File: src/rtl/calculator_pkg.sv
// Shared calculator widths plus derived result-packer sizes.
// Exports DATA_W, MEM_WORD_SIZE, RP_LANES, RP_CNT_W.
package calculator_pkg;

   localparam int DATA_W        = 32;
   localparam int MEM_WORD_SIZE = 64;
   localparam int RP_LANES      = MEM_WORD_SIZE / DATA_W;
   localparam int RP_CNT_W      = $clog2(RP_LANES + 1);

endpackage

File: src/rtl/result_packer_out_slot.sv
// One-deep valid/ready output register for packed words.
// Ports: clk_i, rst_i (sync active-low), load_i/word_i/mask_i in,
// ready_i from consumer, valid_o/word_o/mask_o out, slot_free_o.
module result_packer_out_slot #(
   parameter int WORD_W = 64,
   parameter int LANES  = 2
) (
   input  logic              clk_i,
   input  logic              rst_i,
   input  logic              load_i,
   input  logic [WORD_W-1:0] word_i,
   input  logic [LANES-1:0]  mask_i,
   input  logic              ready_i,
   output logic              valid_o,
   output logic [WORD_W-1:0] word_o,
   output logic [LANES-1:0]  mask_o,
   output logic              slot_free_o
);

   logic [WORD_W-1:0] out_q, out_d;
   logic [LANES-1:0]  mask_q, mask_d;
   logic              out_valid_q, out_valid_d;

   always_comb begin
      out_d       = out_q;
      mask_d      = mask_q;
      out_valid_d = out_valid_q;
      if (load_i) begin
         out_d       = word_i;
         mask_d      = mask_i;
         out_valid_d = 1'b1;
      end else if (ready_i) begin
         out_valid_d = 1'b0;
      end
   end

   always_ff @(posedge clk_i) begin
      if (!rst_i) begin
         out_q       <= '0;
         mask_q      <= '0;
         out_valid_q <= 1'b0;
      end else begin
         out_q       <= out_d;
         mask_q      <= mask_d;
         out_valid_q <= out_valid_d;
      end
   end

   assign slot_free_o = !out_valid_q || ready_i;
   assign valid_o     = out_valid_q;
   assign word_o      = out_q;
   assign mask_o      = mask_q;

endmodule

File: src/rtl/result_packer.sv
// Packs DATA_W results into MEM_WORD_SIZE words; emits full or flushed words.
// Ports: clk_i, rst_i (sync active-low), res_valid_i/res_ready_o/result_i,
// flush_i, word_valid_o/word_ready_i/word_o/lane_mask_o, busy_o.
// Macro RESULT_PACKER_MSB_FIRST_EN: fill lanes from the top lane downward.
module result_packer #(
   parameter int DATA_W        = calculator_pkg::DATA_W,
   parameter int MEM_WORD_SIZE = calculator_pkg::MEM_WORD_SIZE
) (
   input  logic                     clk_i,
   input  logic                     rst_i,
   input  logic                     res_valid_i,
   output logic                     res_ready_o,
   input  logic [DATA_W-1:0]        result_i,
   input  logic                     flush_i,
   output logic                     word_valid_o,
   input  logic                     word_ready_i,
   output logic [MEM_WORD_SIZE-1:0] word_o,
   output logic [MEM_WORD_SIZE/DATA_W-1:0] lane_mask_o,
   output logic                     busy_o
);

   import calculator_pkg::*;

   localparam int LANES = MEM_WORD_SIZE / DATA_W;
   localparam int CNT_W = $clog2(LANES + 1);
   localparam logic [CNT_W-1:0] LAST = CNT_W'(LANES - 1);

   logic [MEM_WORD_SIZE-1:0] asm_q, asm_d, asm_wr;
   logic [CNT_W-1:0]         cnt_q, cnt_d, eff_cnt, lane;
   logic                     flush_pend_q, flush_pend_d;
   logic                     slot_free, accept, complete;
   logic                     flush_new, load;
   logic [LANES-1:0]         mask_ld;

   assign res_ready_o = !flush_pend_q && !(cnt_q == LAST && !slot_free);
   assign accept      = res_valid_i && res_ready_o;
   assign complete    = accept && (cnt_q == LAST);
   assign eff_cnt     = cnt_q + CNT_W'(accept);

`ifdef RESULT_PACKER_MSB_FIRST_EN
   assign lane = LAST - cnt_q;
`else
   assign lane = cnt_q;
`endif

   // A flush alongside a completing accept is absorbed by the full word.
   assign flush_new = flush_i && !flush_pend_q
                   && (eff_cnt != '0) && !complete;

   assign load = complete
              || (flush_pend_q && slot_free)
              || (flush_new && slot_free);

   always_comb begin
      asm_wr  = asm_q;
      mask_ld = '0;
      for (int k = 0; k < LANES; k++) begin
         if (accept && lane == CNT_W'(k))
            asm_wr[k*DATA_W +: DATA_W] = result_i;
`ifdef RESULT_PACKER_MSB_FIRST_EN
         mask_ld[k] = CNT_W'(LANES - 1 - k) < eff_cnt;
`else
         mask_ld[k] = CNT_W'(k) < eff_cnt;
`endif
      end
   end

   always_comb begin
      asm_d        = asm_wr;
      cnt_d        = eff_cnt;
      flush_pend_d = flush_pend_q;
      if (flush_new && !slot_free)
         flush_pend_d = 1'b1;
      if (load) begin
         asm_d        = '0;
         cnt_d        = '0;
         flush_pend_d = 1'b0;
      end
   end

   always_ff @(posedge clk_i) begin
      if (!rst_i) begin
         asm_q        <= '0;
         cnt_q        <= '0;
         flush_pend_q <= 1'b0;
      end else begin
         asm_q        <= asm_d;
         cnt_q        <= cnt_d;
         flush_pend_q <= flush_pend_d;
      end
   end

   result_packer_out_slot #(
      .WORD_W (MEM_WORD_SIZE),
      .LANES  (LANES)
   ) u_out_slot (
      .clk_i       (clk_i),
      .rst_i       (rst_i),
      .load_i      (load),
      .word_i      (asm_wr),
      .mask_i      (mask_ld),
      .ready_i     (word_ready_i),
      .valid_o     (word_valid_o),
      .word_o      (word_o),
      .mask_o      (lane_mask_o),
      .slot_free_o (slot_free)
   );

   assign busy_o = (cnt_q != '0) || word_valid_o || flush_pend_q;

endmodule

File: config.mk
export PLATFORM = sky130hd
export DESIGN_NAME = result_packer
export DESIGN_NICKNAME = d
export VERILOG_FILES = /design/src/rtl/calculator_pkg.sv /design/src/rtl/result_packer_out_slot.sv /design/src/rtl/result_packer.sv
export SDC_FILE = /design/constraint.sdc
export NUM_CORES = 1
export LEC_CHECK = 0
export ABC_AREA = 1
export BUFFER_PORTS_ARGS = -buffer_cell sky130_fd_sc_hd__buf_4
export CORE_AREA = 2 2 107 109
export DETAILED_ROUTE_END_ITERATION = 7
export DIE_AREA = 0 0 109 111
export GPL_TIMING_DRIVEN = 0
export PLACE_DENSITY = 0.78
export SYNTH_ARGS = -nofsm -noshare
export SYNTH_HDL_FRONTEND = slang
export SYNTH_SLANG_ARGS = --single-unit
File: constraint.sdc
create_clock -name clk_i -period 2.25 [get_ports clk_i]
set_input_delay 0.1125 -clock clk_i [delete_from_list [all_inputs] [get_ports clk_i]]
set_output_delay 0.1125 -clock clk_i [all_outputs]
set_load 0.03 [all_outputs]
## Word level (Yosys, flattened, before mapping)

Index checks and enable logic that the tools add are counted.

- Flip-flop bits (word level): 134
- Input bits: 37
- Output and inout port bits: 69
- Word-level logic and storage cells: 41

- Add/subtract/negate cells: 1
- Magnitude comparators: 2
- Equal/unequal tests: 1
- Mux-type cells: 4
- Bitwise operators: 1
- Reduce and logical (&&, ||, !) cells: 26

Operators by type and width:

| operator | count |
|---|---|
| $mux W32 | 2 |
| $logic_and A1 B1 Y1 | 11 |
| $reduce_bool A2 Y1 | 3 |
| $logic_not A1 Y1 | 5 |
| $logic_or A1 B1 Y1 | 5 |
| $lt A1 B2 Y1 const A | 2 |
| $add A2 B1 Y2 | 1 |
| $eq A2 B1 Y1 const B | 1 |
| $logic_not A2 Y1 | 1 |
| $mux W1 | 2 |
| $reduce_or A2 Y1 | 1 |
| $not A1 Y1 | 1 |

## Longest topological paths before layout

Gate-level depths: netlist of run 1.

- Depth in word-level cells: 14
- Mapped depth: 17
- Gate-level depth less buffers: 16

## Modules after synthesis

A second synthesis of run 1 with hierarchy kept.

- Cell total of the unflattened synthesis: 731
- Area, all modules: 5253.8 µm²

By module, submodules not included:

| module | instances | cells each | area each (µm²) | sequential area each (µm²) |
|---|---|---|---|---|
| result_packer | 1 | 440 | 2934.1 | 1341.3 |
| result_packer_out_slot | 1 | 291 | 2319.7 | 1341.3 |

## Worst setup path before layout of run 1

Ideal clock, no wire load.

- Path type: flip-flop to flip-flop
- Start point: register u_out_slot.out_valid_q, in the netlist u_out_slot.valid_o
- End point: register u_out_slot.mask_q[1], in the netlist u_out_slot.mask_o[1]
- Setup time: 0.115 ns
- Arrival: 2.421 ns
- Required time: 2.135 ns
- Path slack: -0.286 ns
- Cell stages (with the launch flop): 17
- Buffers on the path: 2
- Period minus slack after synthesis: 2.536 ns
- Cell sequence: dfxtp_1 > nand2_1 > inv_1 > a21oi_1 > and2_1 > ha_1 > inv_1 > nand2_1 > nand3_1 > nand2_1 > nand2_1 > nand2_2 > buf_8 > buf_4 > nand3_1 > nand2_1 > nor2_1

- Cells in the longest elaborated chain, start to end: 13
- Elaborated cells between the ends (all ways): 18
- Those cells by class: add/sub (1); order compare (1); reduce/logical (16)

RTL lines:

| item | line | source |
|---|---|---|
| start, declared | result_packer_out_slot.sv:22 | `logic out_valid_q, out_valid_d;` |
| start signal, assigned | result_packer_out_slot.sv:45 | `out_valid_q <= out_valid_d;` |
| $logic_not A1 Y1 (*) | result_packer_out_slot.sv:49 | `assign slot_free_o = !out_valid_q \|\| ready_i;` |
| $logic_or A1 B1 Y1 (*) | result_packer_out_slot.sv:49 |  |
| $logic_not A1 Y1 (*) | result_packer.sv:35 | `assign res_ready_o = !flush_pend_q && !(cnt_q == LAST && !slot_free);` |
| $logic_and A1 B1 Y1 (*) | result_packer.sv:35 |  |
| $logic_not A1 Y1 (*) | result_packer.sv:35 |  |
| $logic_and A1 B1 Y1 (*) | result_packer.sv:35 |  |
| net res_ready_o | result_packer.sv:12 | `output logic res_ready_o,` |
| $logic_and A1 B1 Y1 (*) | result_packer.sv:36 | `assign accept = res_valid_i && res_ready_o;` |
| $add A2 B1 Y2 | result_packer.sv:38 | `assign eff_cnt = cnt_q + CNT_W'(accept);` |
| $reduce_bool A2 Y1 | result_packer.sv:48 | `&& (eff_cnt != '0) && !complete;` |
| $logic_and A1 B1 Y1 (2 in series) | result_packer.sv:48 |  |
| $logic_and A1 B1 Y1 | result_packer.sv:52 | `\|\| (flush_new && slot_free);` |
| $logic_or A1 B1 Y1 | result_packer.sv:52 |  |
| end signal, assigned | result_packer_out_slot.sv:44 | `mask_q <= mask_d;` |
| end, declared | result_packer_out_slot.sv:21 | `logic [LANES-1:0] mask_q, mask_d;` |

Mark *: on every way through the listed nets, which the timed path passes. The rest lies on a longest branch.
A chain may end at the register's enable or synchronous reset.

## Final worst setup path of run 1

- Start point: register cnt_q[0]
- End point: register u_out_slot.out_q[7], in the netlist u_out_slot.word_o[7]

- Cells in the longest elaborated chain, start to end: 11
- Elaborated cells between the ends (all ways): 17
- Those cells by class: add/sub (1); eq/ne (1); mux (1); reduce/logical (14)

RTL lines:

| item | line | source |
|---|---|---|
| start, declared | result_packer.sv:29 | `logic [CNT_W-1:0] cnt_q, cnt_d, eff_cnt, lane;` |
| start signal, assigned | result_packer.sv:88 | `cnt_q <= cnt_d;` |
| $eq A2 B1 Y1 | result_packer.sv:35 |  |
| $logic_and A1 B1 Y1 | result_packer.sv:35 |  |
| $logic_not A1 Y1 | result_packer.sv:35 |  |
| $logic_and A1 B1 Y1 | result_packer.sv:35 |  |
| $logic_and A1 B1 Y1 | result_packer.sv:36 |  |
| $add A2 B1 Y2 (*) | result_packer.sv:38 |  |
| net eff_cnt[0] | result_packer.sv:29 |  |
| $reduce_bool A2 Y1 (*) | result_packer.sv:48 |  |
| $logic_and A1 B1 Y1 (*) (2 in series) | result_packer.sv:48 |  |
| $logic_and A1 B1 Y1 (*) | result_packer.sv:52 |  |
| $logic_or A1 B1 Y1 (*) | result_packer.sv:52 |  |
| end signal, assigned | result_packer_out_slot.sv:43 | `out_q <= out_d;` |
| end, declared | result_packer_out_slot.sv:20 | `logic [WORD_W-1:0] out_q, out_d;` |

Marks and branches as above.

==> reports/results.ini, run 1 <==
[run_status]
outcome=complete, but fails checks
violations=hold timing

[pwr]
cell_internal_pwr_uw=5567
p_leak_uw=0.004236
pwr-share-comb_pct=32.3
power_frac_clock_pct=33.4
power_switching_uw=2934
p_sw_share_pct=34.51
pwr_density_cell_mw_per_mm2=1087
seq_power_share_pct=34.3
irDropWorstVdd_v=0.0005509

[timing]
tightest_slew_ns=0.5736
worst_slack_ns=0.03694
fmax_ghz=0.4519
fin_crit_sh_pct=98.36
slew_headroom_pct=61.76
fin_worst_skew_ns=0.007023
finalHoldViolations=4
fin_crit_ns=2.213
report.final.slew_viol_count=0
whs_ns=-0.004319
setup_viol=0

[global_routing]
gr-total-overflow=0
grt.total_usage_pct=26.20
grt_busiest_layer=met2
antenna_found_initial=0
grt_max_degree=17
met2_usage_pct=43.69
gr-usage-met1_pct=33.21
grt_pass1_wl_um=24710
grt.met3_usage_pct=5.056
grt_pass1_vias=5242

[synthesis]
syn_avg_cell_area_um2=6.821
synth_top_area_share_pct=45.31
syn_nets=906
syn_inst=868
synth_area_leaders=dfxtp_1 45%, inv_1 13%, nand2_1 11%
synth_warnings=0
synth_cell_types=22
netlist_area_mm2=0.005921
synth_seq_cells=134
yosys.area.top_type=dfxtp_1
ys_seq_area_share_pct=45.31

[worst_setup_path]
r2r_cells=14
crit_type=reg2reg
worstPathArrival_ns=2.52
path_buf_inv=4
crit_family=simple AND/OR/NAND/NOR gates
cp-start-kind=register
cp_max_fo=10
cp_slowest_cell=dfxtp_2
crit_required_ns=2.56
slowest_delay_ns=0.34
worst-path-stages=14
end_kind=register
crit_chain=inv_2 -> nor2_4 -> a21oi_4 -> and2_4 -> ha_2 -> inv_2 -> nand3_4 -> nand2_2 -> nand2_2 -> nand2_4 -> clkbuf_16 -> buf_4 -> a21oi_1 -> nor2_1

[detailed_routing]
via_per_inst=4.834
drc_errors=0
drtIter0Drc=262
wl_um=15500
ant_nets=0
drtPass1Iterations=5
vias=5637
avgRoutedWirePerCell_um=13.29

[finish]
drive_gt1_share_pct=20.43
final_common_cell=inv_1
seq_area_mm2=0.002686
diodes=0
stdcell_count=1166
multi_input_comb_area_mm2=0.002177
mostFrequentLayoutCells=196 x inv_1, 163 x nand2_1, 131 x dfxtp_1
area_growth_pct=32.14
fin_util_pct=70.63
nets=1048
fillers=940

[placed_design]
hpwl_um=10050
pre_cts_slack_ns=-0.06628
gp_congestion=0.8146
place_inst=1115
portBuffers=104

[cts]
cts_tree=built
cts_buffers=17
post_cts_buffers=0
cts_root_buf=clkbuf_16
clock_sinks=134
cts_max_level=4
clkLatencyLatePin_ns=0.42
clock_path_buffers=2
path_clk_slew_ns=0.06

[floorplanning]
num_rows=39
die_h_um=111
initial_core_util_pct=53.45
die_w_um=109
coreArea_mm2=0.01108
dieArea_mm2=0.01210
io_pins=106

[hold_path]
hp-class=in2reg
whs_path_depth=3

[run]
max_cap_violations=0

==> kinds of logic (layout without fill, tap and decap cells) <==
kind of cell	Yosys count	count (layout)	synth area share [%]
adder cells (fa/ha/maj)	1	1	0.2113
AO/OA/AOI/OAI	102	102	8.622
AND/OR/NAND/NOR	376	376	26.63
buffers and inverters	255	410	19.23
flip-flops	134	134	45.31
==> through the flow <==
| step | total power [uW] | TNS [ns] | instance area, um^2 |
|---|---|---|---|
| 6_report | 8501 | 0 | 7824 |
| 5_1_grt | 8956 | -0.08918 | 7824 |
| 4_1_cts | 8400 | -0.03053 | 7709 |
| 3_5_place_dp | 5528 | -0.5246 | 6893 |
| 3_3_place_gp | 5482 | -0.004293 | 6893 |
| 2_1_floorplan | 4743 | 0 | 5933 |
==> synth_stat cells, drive strengths merged <==
cell	n
nand2	170
nand3	69
and2	1
nand4	2
clkbuf	15
nor2	134
dfxtp	134
o21ai	66
a21oi	36
inv	202
buf	38
ha	1
==> worst paths after layout <==
kind | slack (ns) | start | end
setup / recovery | 0.04 | cnt_q[0] | u_out_slot.word_o[7]
hold / removal | -0.004 | result_i[27] | asm_q[59]
setup reg to reg | 0.04 | cnt_q[0] | u_out_slot.word_o[7]
hold reg to reg | 0.54 | u_out_slot.word_o[39] | u_out_slot.word_o[39]
==> worst reg2reg max path: cells and delay by family, from the launching register on <==
| family | cells | cell delay, ns |
|---|---|---|
| buffers and inverters | 4 | 0.47 |
| AOI/OAI and AO/OA | 2 | 0.25 |
| DFF | 1 | 0.34 |
| adders and majority gates | 1 | 0.33 |
| and+or+nand+nor | 7 | 0.70 |
==> routing by layer <==
metal | vias to the layer above | share of wire, %
met5 | - | 0
li1 | 2843 | -
met3 | 37 | 5.7
met4 | 0 | 2.0
met1 | 2584 | 43
met2 | 173 | 49
==> layout make-up <==
type	instances	area share (%)
Tap cell	143	2.287
Buffer	53	5.485
Clock inverter	12	1.935
Inverter	202	9.691
Clock buffer	20	5.837
Multi-Input combinational cell	479	27.83
Timing Repair Buffer	123	12.60
Sequential cell	134	34.34
==> registers in the layout (all words and copies together) (netlist names) <==
signal and flops:
flush_pend_q 1, u_out_slot.valid_o 1, u_out_slot.mask_o 2, asm_q 64, u_out_slot.word_o 64, cnt_q 2
==> power by group through the flow <==
stage | logic (uW) | registers [uW] | clock network (uW)
floorplan | 1340 | 3400 | 0
global placement | 2530 | 2950 | 0
detailed placement | 2570 | 2960 | 0
CTS | 2650 | 2910 | 2840
global route | 3040 | 2950 | 2960
finish | 2740 | 2920 | 2840
==> what timing repair did <==
action	CTS	global route
hold buffers	18	0
pin swaps	0	2
cloned	0	1
gates resized for setup	10	25
endpoints found under the setup margin	111	127
endpoints found under the hold margin	19	0
Note: power is estimated with default switching activity, not from simulation.
==> run 2, diff against run 1 <==
--- a/config.mk
+++ b/config.mk
@@ -5,11 +5,11 @@
 export SDC_FILE = /design/constraint.sdc
 export NUM_CORES = 1
 export LEC_CHECK = 0
-export ABC_AREA = 1
+export ABC_AREA = 0
 export BUFFER_PORTS_ARGS = -buffer_cell sky130_fd_sc_hd__buf_4
-export CORE_AREA = 2 2 107 109
+export CORE_AREA = 2 2 99 101
 export DETAILED_ROUTE_END_ITERATION = 7
-export DIE_AREA = 0 0 109 111
+export DIE_AREA = 0 0 101 103
 export GPL_TIMING_DRIVEN = 0
 export PLACE_DENSITY = 0.78
 export SYNTH_ARGS = -nofsm -noshare
==> run 2 against run 1 <==
- the flow finishes with violations (setup timing)
- total power is 10% lower
- sequential power is 5% lower
- final area is 7.1% lower
==> reports/results.ini, run 2 <==
[run_status]
outcome=complete, but fails checks  ; unchanged
violations=setup timing  ; was hold timing

[synthesis]
synth_seq_cells=134  ; unchanged
synth_compound_area_share_pct=16.61  ; was 8.622%
synth_xor_area_share_pct=0.1789  ; was 0%
synth_common_cells=134 x dfxtp_1, 68 x nor2_1, 64 x mux2i_1  ; was 198 x inv_1, 167 x nand2_1, 134 x dfxtp_1
yosys.area.top_type=dfxtp_1  ; unchanged
synth_area_leaders=dfxtp_1 55%, mux2i_1 13%, o211a_1 7.2%  ; was dfxtp_1 45%, inv_1 13%, nand2_1 11%
netlist_area_mm2=0.004896  ; was 0.005921 mm^2
async_flop_share_pct=0  ; unchanged
synth_cell_types=30  ; was 22
syn_avg_cell_area_um2=10.51  ; was 6.821 um^2
synth-edff-count=0  ; unchanged
synth_top_family_by_area=compound AO/OA/AOI/OAI gates  ; was simple AND/OR/NAND/NOR gates
synth_warnings=0  ; unchanged
synth_top_area_share_pct=54.79  ; was 45.31%
synthMuxAreaShare_pct=13.08  ; was 0%
syn_nets=504  ; was 906
synth-simple-area-share_pct=10.45  ; was 26.63%
synth.most_common_cell=dfxtp_1  ; was inv_1
syn_inst=466  ; was 868
synth_top_flop_cell=dfxtp_1  ; unchanged
ys_seq_area_share_pct=54.79  ; was 45.31%
synthAdderAreaFrac_pct=0.2556  ; was 0.2113%

[timing]
fin_worst_skew_ns=0.006072  ; was 0.007023 ns
worst_slack_ns=-0.1525  ; was 0.03694 ns
fmax_ghz=0.4162  ; was 0.4519 GHz
finalHoldViolations=0  ; was 4
setup_viol=77  ; was 0
tightest_slew_ns=0.5825  ; was 0.5736 ns
slew_headroom_pct=61.17  ; was 61.76%
fin_crit_ns=2.402  ; was 2.213 ns
fin_crit_sh_pct=106.8  ; was 98.36%
rsz0062_at_grt=yes
whs_ns=0.1022  ; was -0.004319 ns
report.final.slew_viol_count=0  ; unchanged

[worst_setup_path]
end_kind=register  ; unchanged
crit_required_ns=2.67  ; was 2.56 ns
cp-start-kind=register  ; unchanged
cp_slowest_cell=dfxtp_1  ; was dfxtp_2
r2r_cells=11  ; was 14
crit_chain=a31oi_4 -> and2_4 -> ha_4 -> xnor2_4 -> o211a_1 -> buf_6 -> o21ai_4 -> buf_8 -> buf_12 -> clkbuf_16 -> nor2_1  ; was inv_2 -> nor2_4 -> a21oi_4 -> and2_4 -> ha_2 -> inv_2 -> nand3_4 -> nand2_2 -> nand2_2 -> nand2_4 -> clkbuf_16 -> buf_4 -> a21oi_1 -> nor2_1
cp_max_fo=7  ; was 10
slowest_delay_ns=0.61  ; was 0.34 ns
crit_type=reg2reg  ; unchanged
worstPathArrival_ns=2.82  ; was 2.52 ns

[run]
max_cap_violations=0  ; unchanged

[finish]
mostFrequentLayoutCells=131 x dfxtp_1, 118 x buf_4, 64 x mux2i_1  ; was 196 x inv_1, 163 x nand2_1, 131 x dfxtp_1
diodes=0  ; unchanged
stdcell_count=764  ; was 1166
area_growth_pct=48.53  ; was 32.14%
final_common_cell=dfxtp_1  ; was inv_1
drive_gt1_share_pct=33.69  ; was 20.43%
fillers=569  ; was 940
seq_area_mm2=0.002691  ; was 0.002686 mm^2
multi_input_comb_area_mm2=0.002198  ; was 0.002177 mm^2
nets=675  ; was 1048

[global_routing]
grt_pass1_vias=4116  ; was 5242
antenna_found_initial=0  ; unchanged
grt_max_degree=17  ; unchanged
gr-total-overflow=0  ; unchanged
grt.total_usage_pct=25.49  ; was 26.20%
grt_pass1_wl_um=20220  ; was 24710 um

[floorplanning]
die_h_um=103  ; was 111 um
initial_core_util_pct=51.76  ; was 53.45%
io_pins=106  ; unchanged
num_rows=36  ; was 39
coreArea_mm2=0.009459  ; was 0.01108 mm^2
die_w_um=101  ; was 109 um
dieArea_mm2=0.01040  ; was 0.01210 mm^2

[pwr]
pwr_density_cell_mw_per_mm2=1047  ; was 1087 mW/mm^2
irDropWorstVdd_v=0.0006918  ; was 0.0005509 V
p_leak_uw=0.003519  ; was 0.004236 uW

[cts]
clkLatencyLatePin_ns=0.54  ; was 0.42 ns
clock_sinks=134  ; unchanged
path_clk_slew_ns=0.06  ; about the same
cts_buffers=17  ; unchanged
cts_tree=built  ; unchanged
cts_root_buf=clkbuf_8  ; was clkbuf_16
cts_max_level=4  ; unchanged
clock_path_buffers=2  ; unchanged

[detailed_routing]
wl_um=14530  ; was 15500 um
dr_wl_met2_um=7310  ; was 7575 um
vias=4337  ; was 5637
via_per_inst=5.677  ; was 4.834
drc_errors=0  ; unchanged
highest_layer=met4  ; unchanged
ant_nets=0  ; unchanged
met1_length_um=5840  ; was 6741 um
routed-wl-met3_um=756  ; was 878 um
drtPass1Iterations=5  ; unchanged
avgRoutedWirePerCell_um=19.02  ; was 13.29 um
drtIter0Drc=170  ; was 262

[placed_design]
gp_congestion=0.8754  ; was 0.8146
hpwl_um=8509  ; was 10050 um
place_inst=684  ; was 1115
portBuffers=104  ; unchanged

[hold_path]
hp-class=in2reg  ; unchanged
whs_path_depth=4  ; was 3

## run 2: area by class of cell
class / count / share of cell area [%]
clock buffer: 21 / 6.607
multi-input combinational: 286 / 30.23
tap: 114 / 1.961
sequential: 134 / 37.01
inverter: 4 / 0.2065
clock inverter: 11 / 1.669
timing repair buffer: 157 / 18.77
buffer: 37 / 3.544
## run 2: metrics by stage
| stage | utilization, % | setup slack [ns] | total power, uW | instance area, um^2 | TNS [ns] |
|---|---|---|---|---|---|
| final | 76.88 | -0.1525 | 7611 | 7272 | -6.545 |
| after global routing | 76.88 | -0.1985 | 7853 | 7272 | -11.73 |
| after CTS | 74.56 | -0.003444 | 7420 | 7053 | -0.008181 |
| after detailed placement | 62.71 | -0.3506 | 4519 | 5932 | -13.11 |
| after global placement | 62.71 | -0.2193 | 4482 | 5932 | -8.277 |
| after floorplan | - | -0.07292 | 3957 | 5009 | -3.388 |
## run 2: power by group
| group | switching (uW) | internal (uW) |
|---|---|---|
| Clock | 1040 | 1730 |
| Sequential | 136 | 2620 |
| Combinational | 1200 | 887 |
| Total | 2370 | 5240 |
## run 2: cell families (layout without fill, tap and decap cells)
group	count (synthesis)	in the layout
mux	64	64
compound gates	107	107
buf+inv	46	230
xor+xnor	1	1
simple gates	113	113
fa+ha+maj	1	1
flops	134	134
## run 2: worst max-delay path: cells and delay by family, from the launching register on
family	cells	cell delay, ns
flip-flops	1	0.61
buffers and inverters	4	0.56
AO/OA/AOI/OAI	3	0.53
AND/OR/NAND/NOR	2	0.25
adder cells (fa/ha/maj)	1	0.17
XOR/XNOR	1	0.16
## run 2: routing by layer
layer / track usage [%] / vias up
li1: - / 2005
met1: 29.88 / 2112
met2: 42.62 / 170
met3: 6.780 / 50
met4: 14.35 / 0
met5: 0 / -
## run 2: final timing paths
check | from | to | slack [ns]
setup / recovery | flush_pend_q | asm_q[36] | -0.15
hold / removal | flush_i | flush_pend_q | 0.10
setup reg to reg | flush_pend_q | asm_q[36] | -0.15
hold reg to reg | asm_q[33] | asm_q[33] | 0.49
## run 2: repair_timing
action | CTS | global route
pin swaps | 4 | 17
hold endpoints to repair | 102 | 0
hold buffers | 32 | 0
cloned | 1 | 3
endpoints found under the setup margin | 122 | 127
resized for setup | 14 | 46
buffers inserted | 13 | 4
==> run 3, diff against run 2 <==
--- a/config.mk
+++ b/config.mk
@@ -7,11 +7,11 @@
 export LEC_CHECK = 0
 export ABC_AREA = 0
 export BUFFER_PORTS_ARGS = -buffer_cell sky130_fd_sc_hd__buf_4
-export CORE_AREA = 2 2 99 101
+export CORE_AREA = 2 2 104 106
 export DETAILED_ROUTE_END_ITERATION = 7
-export DIE_AREA = 0 0 101 103
+export DIE_AREA = 0 0 106 108
 export GPL_TIMING_DRIVEN = 0
-export PLACE_DENSITY = 0.78
+export PLACE_DENSITY = 0.74
 export SYNTH_ARGS = -nofsm -noshare
 export SYNTH_HDL_FRONTEND = slang
 export SYNTH_SLANG_ARGS = --single-unit
==> constraint.sdc (replaced) <==
create_clock -name clk_i -period 1.94 [get_ports clk_i]
set_input_delay 0.194 -clock clk_i [delete_from_list [all_inputs] [get_ports clk_i]]
set_output_delay 0.194 -clock clk_i [all_outputs]
set_load 0.03 [all_outputs]
==> run 3 against run 2 <==
- clock power grew 2%
- register-to-register slack worse by 0.18 ns
- sequential power increased by 16%
- critical endpoint unchanged
- the flow still finishes with violations (setup timing)
- sequential cell count unchanged
==> reports/results.ini, run 3 (synthesis results as in run 2) <==
[run_status]
outcome=complete, but fails checks  ; unchanged
violations=setup timing  ; unchanged

[global_routing]
antenna_found_initial=0  ; unchanged
grt_pass1_wl_um=21510  ; was 20220 um
grt_max_degree=17  ; unchanged
grt_pass1_vias=4281  ; was 4116
grt.total_usage_pct=24.47  ; was 25.49%
gr-total-overflow=0  ; unchanged

[finish]
diodes=0  ; unchanged
mostFrequentLayoutCells=130 x dfxtp_1, 122 x buf_4, 64 x mux2i_1  ; was 131 x dfxtp_1, 118 x buf_4, 64 x mux2i_1
drive_gt1_share_pct=36.64  ; was 33.69%
area_growth_pct=53.13  ; was 48.53%
final_common_cell=dfxtp_1  ; unchanged
stdcell_count=802  ; was 764
nets=695  ; was 675

[floorplanning]
io_pins=106  ; unchanged
die_w_um=106  ; was 101 um
coreArea_mm2=0.01023  ; was 0.009459 mm^2
initial_core_util_pct=47.85  ; was 51.76%
num_rows=37  ; was 36
die_h_um=108  ; was 103 um
dieArea_mm2=0.01145  ; was 0.01040 mm^2

[timing]
fin_crit_sh_pct=116.9  ; was 106.8%
slew_headroom_pct=65.11  ; was 61.17%
report.final.slew_viol_count=0  ; unchanged
setup_tns_ns=-32.21  ; was -6.545 ns
fmax_ghz=0.4410  ; was 0.4162 GHz
fin_crit_ns=2.268  ; was 2.402 ns
tightest_slew_ns=0.5088  ; was 0.5825 ns
finalHoldViolations=0  ; unchanged
setup_viol=132  ; was 77
fin_worst_skew_ns=0.007086  ; was 0.006072 ns
worst_slack_ns=-0.3278  ; was -0.1525 ns
rsz0062_at_grt=yes  ; unchanged

[detailed_routing]
ant_nets=0  ; unchanged
wl_um=14820  ; was 14530 um
avgRoutedWirePerCell_um=18.47  ; was 19.02 um
drtIter0Drc=179  ; was 170
drc_errors=0  ; unchanged
via_per_inst=5.445  ; was 5.677
drtPass1Iterations=4  ; was 5
vias=4367  ; was 4337

[worst_setup_path]
worstPathArrival_ns=2.67  ; was 2.82 ns
crit_required_ns=2.34  ; was 2.67 ns
end_kind=register  ; unchanged
cp_max_fo=5  ; was 7
crit_type=reg2reg  ; unchanged
r2r_start=u_out_slot.valid_o  ; was flush_pend_q
cp-start-kind=register  ; unchanged
startpoint=u_out_slot.valid_o  ; was flush_pend_q

[placed_design]
pre_cts_slack_ns=-0.6219  ; was -0.3506 ns
gp_congestion=0.8370  ; was 0.8754
place_inst=706  ; was 684
portBuffers=104  ; unchanged
hpwl_um=8720  ; was 8509 um

[run]
max_cap_violations=0  ; unchanged

[pwr]
power_frac_clock_pct=32.2  ; was 36.4%
seq_power_share_pct=36.5  ; was 36.3%
p_leak_uw=0.003654  ; was 0.003519 uW
power_switching_uw=2752  ; was 2374 uW
pwr_density_cell_mw_per_mm2=1169  ; was 1047 mW/mm^2
irDropWorstVdd_v=0.0007977  ; was 0.0006918 V
pwr-share-comb_pct=31.3  ; was 27.4%
power_uw=8764  ; was 7611 uW
cell_internal_pwr_uw=6012  ; was 5237 uW
p_sw_share_pct=31.40  ; was 31.19%

[cts]
clock_sinks=134  ; unchanged
clkLatencyLatePin_ns=0.53  ; was 0.54 ns
cts_buffers=17  ; unchanged
cts_max_level=4  ; unchanged
cts_root_buf=clkbuf_8  ; unchanged
cts_tree=built  ; unchanged
clock_path_buffers=2  ; unchanged
path_clk_slew_ns=0.06  ; about the same

[hold_path]
hp-class=in2reg  ; unchanged
hp-start=res_valid_i  ; was flush_i

-- run 3: stage by stage --
stage / hold slack (ns) / area [um^2] / util (%)
2_1_floorplan: 0.3524 / 5016 / -
3_3_place_gp: 0.4613 / 5967 / 58.32
3_5_place_dp: 0.4747 / 5967 / 58.32
4_1_cts: 0.1793 / 7192 / 70.29
5_1_grt: 0.2404 / 7497 / 73.28
6_report: 0.2197 / 7497 / 73.28
-- run 3: layout make-up --
cell class,instances,area (um^2)
Fill cell,658,2734
Tap cell,136,170.2
Clock inverter,4,22.52
Timing Repair Buffer,175,1565
Buffer,39,307.8
Sequential cell,134,2693
Inverter,4,15.01
Multi-Input combinational cell,286,2233
Clock buffer,24,490.5
-- run 3: worst max-delay path, cell delays in order (launching register included) --
cell	delay, ns
dfxtp_4	0.35
nor2b_4	0.17
a31oi_4	0.10
and2_4	0.18
ha_4	0.17
xnor2_4	0.15
o211a_1	0.24
buf_6	0.14
o21ai_4	0.18
buf_6	0.16
buf_12	0.11
buf_8	0.13
nor2_4	0.05
-- run 3: worst paths after layout --
path / cells after the start / slack, ns / end
hold / removal: 4 / 0.22 / asm_q[1]
setup reg to reg: 12 / -0.33 / asm_q[36]
hold reg to reg: 1 / 0.49 / u_out_slot.word_o[3]
setup / recovery: 12 / -0.33 / asm_q[36]
-- run 3: what timing repair did --
action,in CTS,in global routing
setup buffers,17,13
gates resized for setup,68,59
endpoints found under the hold margin,88,0
cloned,5,4
pin swaps,15,14
endpoints found under the setup margin,132,133
hold buffers,32,0
-- run 3: power groups by stage --
stage | Combinational, uW | Sequential [uW] | Clock, uW
floorplan | 1010 | 3590 | 0
global placement | 1970 | 3240 | 0
detailed placement | 2010 | 3250 | 0
CTS | 2450 | 3200 | 2810
global route | 2880 | 3230 | 2940
finish | 2740 | 3200 | 2820
-- run 3: per-layer routing --
layer	GRT usage, %	vias to the layer above	wire length [um]
met2	41.75	169	7574
met4	10.15	0	460
met3	7.173	37	1050
met1	28.98	2122	5730
met5	0	-	0
li1	-	2039	-
